==> src/rtl/riscv_debug_loader.sv <==
`default_nettype none
// ============================================================================
// Module      : riscv_debug_loader
// Description : Framed byte-stream loader that holds the core in debug mode
//               and writes word pairs into instruction or data memory.
// Revision    : 1.0 - initial release
// ============================================================================
module riscv_debug_loader #(
    parameter int DATA_W     = 32,
    parameter int DM_ADDRESS = 9
) (
    input  logic                  clk,
    input  logic                  reset,
    input  logic                  in_valid,
    input  logic [7:0]            in_data,
    output logic                  in_ready,
    output logic                  enable_debug,
    output logic [DM_ADDRESS-1:0] DebugAddress,
    output logic [DATA_W-1:0]     DebugData1,
    output logic [DATA_W-1:0]     DebugData2,
    output logic [DM_ADDRESS-1:0] debug_inst_addr,
    output logic [DATA_W-1:0]     debug_inst_data1,
    output logic [DATA_W-1:0]     debug_inst_data2,
    output logic                  dm_we,
    output logic                  im_we,
    output logic                  load_done,
    output logic                  load_err
);

    localparam logic [2:0] c_ST_IDLE   = 3'd0;
    localparam logic [2:0] c_ST_CNT_LO = 3'd1;
    localparam logic [2:0] c_ST_CNT_HI = 3'd2;
    localparam logic [2:0] c_ST_WORD   = 3'd3;
    localparam logic [2:0] c_ST_WRITE  = 3'd4;
    localparam logic [2:0] c_ST_DONE   = 3'd5;
    localparam logic [2:0] c_ST_ERR    = 3'd6;

    localparam logic [7:0]  c_TGT_IMEM  = 8'h49;
    localparam logic [7:0]  c_TGT_DMEM  = 8'h44;
    // Largest word count whose pairs still fit the pair address space.
    localparam logic [16:0] c_MAX_WORDS = 17'(2 ** (DM_ADDRESS + 1));

    logic [2:0]            r_state;
    logic [2:0]            w_state_nxt;
    logic                  r_is_imem;
    logic [7:0]            r_cnt_lo;
    logic [16:0]           r_count;
    logic [16:0]           r_word_cnt;
    logic [1:0]            r_byte_cnt;
    logic [23:0]           r_shift;
    logic [DATA_W-1:0]     r_even;
    logic [DM_ADDRESS-1:0] r_pair_addr;

    logic [DM_ADDRESS-1:0] r_dm_addr;
    logic [DATA_W-1:0]     r_dm_data1;
    logic [DATA_W-1:0]     r_dm_data2;
    logic [DM_ADDRESS-1:0] r_im_addr;
    logic [DATA_W-1:0]     r_im_data1;
    logic [DATA_W-1:0]     r_im_data2;

    logic                  w_accept;
    logic [16:0]           w_count_full;
    logic [DATA_W-1:0]     w_word;
    logic                  w_word_done;
    logic                  w_is_odd;
    logic                  w_last_word;
    logic                  w_pair_ready;
    logic [DATA_W-1:0]     w_pair_d1;
    logic [DATA_W-1:0]     w_pair_d2;

    assign w_accept     = in_valid & in_ready;
    assign w_count_full = {1'b0, in_data, r_cnt_lo};
    assign w_word       = {in_data, r_shift};
    assign w_word_done  = (r_state == c_ST_WORD) && w_accept && (r_byte_cnt == 2'd3);
    assign w_is_odd     = r_word_cnt[0];
    assign w_last_word  = (r_word_cnt == (r_count - 17'd1));
    assign w_pair_ready = w_word_done && (w_is_odd || w_last_word);
    // An odd word closes a pair; a trailing even word is paired with zero.
    assign w_pair_d1    = w_is_odd ? r_even : w_word;
    assign w_pair_d2    = w_is_odd ? w_word : '0;

    always_ff @(posedge clk) begin
        if (reset) begin
            r_state <= c_ST_IDLE;
        end else begin
            r_state <= w_state_nxt;
        end
    end

    always_comb begin
        w_state_nxt  = r_state;
        in_ready     = 1'b0;
        enable_debug = 1'b1;
        load_done    = 1'b0;
        load_err     = 1'b0;
        case (r_state)
            c_ST_IDLE: begin
                in_ready     = 1'b1;
                enable_debug = 1'b0;
                if (w_accept) begin
                    if ((in_data == c_TGT_IMEM) || (in_data == c_TGT_DMEM)) begin
                        w_state_nxt = c_ST_CNT_LO;
                    end else begin
                        w_state_nxt = c_ST_ERR;
                    end
                end
            end
            c_ST_CNT_LO: begin
                in_ready = 1'b1;
                if (w_accept) begin
                    w_state_nxt = c_ST_CNT_HI;
                end
            end
            c_ST_CNT_HI: begin
                in_ready = 1'b1;
                if (w_accept) begin
                    if (w_count_full == 17'd0) begin
                        w_state_nxt = c_ST_DONE;
                    end else if (w_count_full > c_MAX_WORDS) begin
                        w_state_nxt = c_ST_ERR;
                    end else begin
                        w_state_nxt = c_ST_WORD;
                    end
                end
            end
            c_ST_WORD: begin
                in_ready = 1'b1;
                if (w_pair_ready) begin
                    w_state_nxt = c_ST_WRITE;
                end
            end
            c_ST_WRITE: begin
                w_state_nxt = (r_word_cnt != r_count) ? c_ST_WORD : c_ST_DONE;
            end
            c_ST_DONE: begin
                load_done   = 1'b1;
                w_state_nxt = c_ST_IDLE;
            end
            c_ST_ERR: begin
                load_err    = 1'b1;
                w_state_nxt = c_ST_IDLE;
            end
            default: begin
                w_state_nxt = c_ST_IDLE;
            end
        endcase
    end

    always_ff @(posedge clk) begin
        if (reset) begin
            r_is_imem   <= 1'b0;
            r_cnt_lo    <= '0;
            r_count     <= '0;
            r_word_cnt  <= '0;
            r_byte_cnt  <= '0;
            r_shift     <= '0;
            r_even      <= '0;
            r_pair_addr <= '0;
            r_dm_addr   <= '0;
            r_dm_data1  <= '0;
            r_dm_data2  <= '0;
            r_im_addr   <= '0;
            r_im_data1  <= '0;
            r_im_data2  <= '0;
        end else if (w_accept) begin
            case (r_state)
                c_ST_IDLE: begin
                    r_is_imem   <= (in_data == c_TGT_IMEM);
                    r_word_cnt  <= '0;
                    r_byte_cnt  <= '0;
                    r_pair_addr <= '0;
                end
                c_ST_CNT_LO: r_cnt_lo <= in_data;
                c_ST_CNT_HI: r_count  <= w_count_full;
                c_ST_WORD: begin
                    r_byte_cnt <= r_byte_cnt + 2'd1;
                    r_shift    <= {in_data, r_shift[23:8]};
                    if (w_word_done) begin
                        r_word_cnt <= r_word_cnt + 17'd1;
                        if (!w_is_odd) begin
                            r_even <= w_word;
                        end
                    end
                    // Outputs are loaded here so they are valid during the strobe cycle.
                    if (w_pair_ready) begin
                        r_pair_addr <= r_pair_addr + 1'b1;
                        if (r_is_imem) begin
                            r_im_addr  <= r_pair_addr;
                            r_im_data1 <= w_pair_d1;
                            r_im_data2 <= w_pair_d2;
                        end else begin
                            r_dm_addr  <= r_pair_addr;
                            r_dm_data1 <= w_pair_d1;
                            r_dm_data2 <= w_pair_d2;
                        end
                    end
                end
                default: begin
                end
            endcase
        end
    end

    assign dm_we            = (r_state == c_ST_WRITE) && !r_is_imem;
    assign im_we            = (r_state == c_ST_WRITE) &&  r_is_imem;
    assign DebugAddress     = r_dm_addr;
    assign DebugData1       = r_dm_data1;
    assign DebugData2       = r_dm_data2;
    assign debug_inst_addr  = r_im_addr;
    assign debug_inst_data1 = r_im_data1;
    assign debug_inst_data2 = r_im_data2;

endmodule
`default_nettype wire

==> config.mk <==
export PLATFORM = sky130hd
export DESIGN_NAME = riscv_debug_loader
export DESIGN_NICKNAME = d
export VERILOG_FILES = /design/src/rtl/riscv_debug_loader.sv
export SDC_FILE = /design/constraint.sdc
export NUM_CORES = 1
export LEC_CHECK = 0
export CORE_MARGIN = 2
export CORE_UTILIZATION = 50
export CTS_BUF_LIST = sky130_fd_sc_hd__clkbuf_8
export CTS_CLUSTER_DIAMETER = 30
export CTS_CLUSTER_SIZE = 8
export DETAILED_ROUTE_END_ITERATION = 8
export PLACE_DENSITY = 0.78
export SYNTH_ARGS = -nofsm -noshare
export SYNTH_HDL_FRONTEND = slang
export SYNTH_SLANG_ARGS = --single-unit
==> constraint.sdc <==
create_clock -name clk -period 3 [get_ports clk]
set_input_delay 0.45 -clock clk [delete_from_list [all_inputs] [get_ports clk]]
set_output_delay 0.45 -clock clk [all_outputs]
set_load 0.02 [all_outputs]
-- Word-level counts from Yosys, hierarchy flattened
Index checks and enable logic that the tools add are counted.
- latch bits: 0
- register bits after elaboration: 258
- bits of input ports: 11
- bits in writable memories: 0
- memory bits (read-only): 0
- memories kept: 0
- output and inout bits: 152
- eq/ne operators: 16
- bitwise operators: 2
- $add $sub $neg: 4
- multipliers: 0
- shift operators: 0
- magnitude comparators: 1
- div/mod/pow operators: 0
- muxes and demuxes: 20
- reductions and logical operators: 23
- operator list (cell ; number):
    $mux 32 ; 2
    $pmux 17 s2 ; 1
    $mux 3 ; 8
    $pmux 9 s2 ; 1
    $add 17x1->17 const B ; 1
    $eq 17x17->1 ; 1
    $logic_not 17->1 ; 1
    $mux 17 ; 1
    $ne 17x16->1 ; 1
    $sub 16x1->17 const B ; 1
    $eq 8x7->1 const B ; 2
    $gt 16x11->1 const B ; 1
    $pmux 3 s5 ; 1
    $reduce_and 4->1 ; 3
    $ne 2x2->1 const B ; 5
    $reduce_and 2->1 ; 5
    $add 9x1->9 const B ; 1
    $eq 3x3->1 const B ; 3
    $mux 9 ; 1
    $reduce_and 3->1 ; 3
    $eq 3x2->1 const B ; 2
    $logic_and 1x1->1 ; 5
    $mux 1 ; 4
    $pmux 2 s2 ; 1
    other kinds (10) ; 11

-- Logic depth before layout (Yosys ltp)
- word-level depth: 9
- gate-level depth with buffers: 13

-- Least setup slack after synthesis
No wires, ideal clock.
- kind: reg2reg
- from: register r_count[1]
- to: register r_pair_addr[5]
- setup time: 0.070 ns
- path slack: 0.123 ns
- clock period less this slack: 2.877 ns
- path buffers: 1
- data arrival time: 2.806 ns
- stages on the path, launching flop included: 12
- path through: dfxtp_1 -> clkbuf_1 -> inv_1 -> ha_1 -> xor2_1 -> nand4_1 -> or4_1 -> a211oi_2 -> and4_1 -> nor3_2 -> or4_1 -> a21oi_1
- cells in the longest elaborated chain, start to end: 6
- ends and longest elaborated chain (item ; line ; text):
    start: declaration ; 47 ; logic [16:0] r_count;
    start signal: assignment ; 174 ; c_ST_CNT_HI: r_count <= w_count_full;
    $sub 16x1->17 ; 76 ; assign w_last_word = (r_word_cnt == (r_count - 17'd1));
    $eq 17x17->1 ; 76 ;
    $logic_or 1x1->1 ; 77 ; assign w_pair_ready = w_word_done && (w_is_odd || w_last_word);
    $logic_and 1x1->1 ; 77 ;
    $ne 2x2->1 (no line) ; -- ;
    $reduce_and 3->1 (no line) ; -- ;
    end signal: assignment ; 186 ; r_pair_addr <= r_pair_addr + 1'b1;
    end: declaration ; 52 ; logic [DM_ADDRESS-1:0] r_pair_addr;
No other way between the ends.
A chain may end at the register's enable or synchronous reset.

-- Worst setup path in the final report
- from: register r_count[0]
- to: register r_im_data1[12] (netlist: debug_inst_data1[12])
- cells in the longest elaborated chain, start to end: 5
- ends and longest elaborated chain (item ; line ; text):
    $sub 16x1->17 ; 76 ;
    $eq 17x17->1 ; 76 ;
    $logic_or 1x1->1 ; 77 ;
    $logic_and 1x1->1 ; 77 ;
    $reduce_and 4->1 (no line) ; -- ;
    end signal: assignment ; 189 ; r_im_data1 <= w_pair_d1;
    end: declaration ; 58 ; logic [DATA_W-1:0] r_im_data1;
No other way between the ends.

==> impl_metrics.toml <==
[yosys]
synthCells = 1260
synth.largest_area_cell = "dfxtp_1"
synthTopCellsByCount = "dfxtp_1 (258), nand2_1 (258), a21oi_1 (176), nor2_1 (109), nand3_1 (80)"
synthArstFlopShare = 0
synth_cell_types = 61
ys.flop_type = "dfxtp_1"
synth_edf_count = 0
ys_ff_latch = 258
seq_area_frac_synth = 0.496
synth_area_um2 = 10400
yosys_warnings = 0
syn_nets = 1275
synth.avg_cell_area_um2 = 8.27
synth_area_leaders = "dfxtp_1 (50%), nand2_1 (9.3%), a21oi_1 (8.5%)"
synth_top_area_share = 0.496

[sta]
relSlewSlack = 0.503
fmax_ghz = 0.351
setup_ws_ps = 153
fin_crit_sh = 0.949
clock_skew_ps = 30.6
slew_violations = 0
whs_ps = 372
rsz0062_at_grt = "true"
setup_violations = 0
hold_viol = 0
period_needed_ps = 2850
worst_slew_pin_slew_ps = 746

[power]
p_int_w = 0.00514
p_sw_frac = 0.243
power-per-cell-area_nw_per_um2 = 506
clockPowerShare = 0.418
power.total_w = 0.00679
combPwrFrac = 0.071
p_sw_w = 0.00165
peakVddDrop_mv = 0.303
pwr-share-seq = 0.511
p_leak_nw = 4.40

[setup_path]
slowest_stage = "or4_4"
critPathMaxStageDelay_ps = 540
startpoint_type = "flip-flop"
critPathCaptureType = "flip-flop"
critPathKind = "reg -> reg"
crit_arrival_ps = 3310
crit_chain = "inv_1, ha_1, xor2_1, nand4_1, or4_4, a211oi_4, nand4_4, a21boi_4, buf_4, buf_12, nor2_1, a211oi_2"
crit_path_max_fanout = 28
worst_ep_required_time_ps = 3460
reg2regPathDepth = 12

[placed_design]
dp_cells = 1632
post-place-ws_ps = -341
gp_congestion = 0.894
place_hpwl_um = 18400
port_buffers = 162

[global_route]
grt.overflow.total = 0
antenna_found_initial = 0
grt_use_met3 = 0.0439
grt_pass1_vias = 8571
grt_pass1_wl_um = 43900
use_met1 = 0.335
grt_max_degree = 90
gr-usage-all-layers = 0.244
met2_usage = 0.394
grt.busiest_layer = "met2"

[floorplanning]
coreArea_um2 = 20400
io-pin-count = 163
fp.dieH_um = 148
rows = 52
die_area_um2 = 22000
dieWidth_um = 148
start_util = 0.512

[cells_and_area]
final_cells = 1708
register_area_um2 = 5170
fillers = 1667
diodes = 0
area_growth_pct = 28.8
drive_above_1_share = 0.0967
multiInputGateArea_um2 = 4880
nets = 1432

[clock_tree]
cts_hold_buf = 0
clk_pin_slew_ps = 60
cts_buffers = 42
clk_path_buf_depth = 3
cts_tree = "built"
clock_latency_ps = 550
cts_max_level = 2
clock-sinks = 258
cts-root-buf = "clkbuf_8"

[routing]
vias = 9554
ant_nets = 0
via_per_inst = 5.59
wl_per_cell_um = 16.9
dr.pass1.iters = 5
drc_errors = 0
dr.first_iter.drc_count = 731
drt-total-wl_um = 28800

[worst_hold_path]
worstHoldPathCells = 2
hold_class = "in -> reg"

[outcome]
status = "completed"

[run]
cap_violations = 0
-- layout make-up --
cell class	count	share of cell area
clock buffer	47	0.0482
clock inverter	18	0.00867
tap	270	0.0252
timing repair buffer	218	0.167
multi-input combinational	889	0.364
sequential	258	0.385
inverter	8	0.00224
-- sequential cells by signal, indices dropped and copies added, names as in the netlist --
name and count:
r_is_imem 1, DebugData2 32, r_state 3, debug_inst_data1 32, DebugData1 32, r_even 32, r_byte_cnt 2, r_count 16
r_pair_addr 9, debug_inst_data2 32, debug_inst_addr 9, r_shift 24, r_word_cnt 17, r_cnt_lo 8, DebugAddress 9
-- worst paths after layout --
kind	end	start	slack [ps]
worst min-delay path	r_pair_addr[0]	reset	370
worst min register to register	debug_inst_addr[5]	debug_inst_addr[5]	450
worst max register to register	debug_inst_data1[12]	r_count[0]	150
worst max-delay path	debug_inst_data1[12]	r_count[0]	150
-- power by group through the flow --
| stage | Sequential, W | Clock, W | Combinational, W |
|---|---|---|---|
| floorplan | 0.00354 | 0 | 0.000310 |
| global placement | 0.00354 | 0 | 0.000461 |
| detailed placement | 0.00355 | 0 | 0.000464 |
| CTS | 0.00347 | 0.00287 | 0.000466 |
| global route | 0.00347 | 0.00303 | 0.000521 |
| finish | 0.00347 | 0.00284 | 0.000479 |
-- logic make-up after synthesis --
kind of cell,after synthesis,synth area share
simple gates,532,0.228
compound gates,275,0.155
mux,43,0.0414
xor+xnor,35,0.0294
flops,258,0.496
fa+ha+maj,4,0.00480
buf+inv,113,0.0454
-- layer usage --
metal  vias up  share of wire
met3        47          0.065
met5         -              0
met4         0          0.023
met1      4521           0.45
li1       4632              -
met2       354           0.46
-- critical path: cells and delay by family (launching register included) --
family,cells,cell delay (ps)
AOI/OAI and AO/OA,3,700
xor gates and xnor gates,1,150
adders and majority gates,1,290
buffers and inverters,3,360
DFF,1,320
and+or+nand+nor,4,920
-- cell usage in the layout, fill, tap and decap left out, drive strengths merged, types with 24 or more instances in the layout --
master and instances:
dfxtp 258, a211oi 68, clkdlybuf4s50 161, buf 54
nor2 109, nand3 80, clkbuf 50, xor2 24
nand2 258, a21oi 177, mux2i 42
-- through the flow --
stage / util / area [µm²] / setup TNS, ps
after floorplan: - / 10400 / 0
after global placement: 0.610 / 12400 / -27140
after detailed placement: 0.610 / 12400 / -37200
after CTS: 0.649 / 13200 / 0
after global routing: 0.659 / 13400 / -94.1
final: 0.659 / 13400 / 0
-- what timing repair did --
item,CTS,global route
endpoints found under the setup margin,3,154
pin swaps,2,3
cloned,0,5
setup buffers,1,5
resized for setup,1,16
Note: power is estimated with default switching activity, not from simulation.
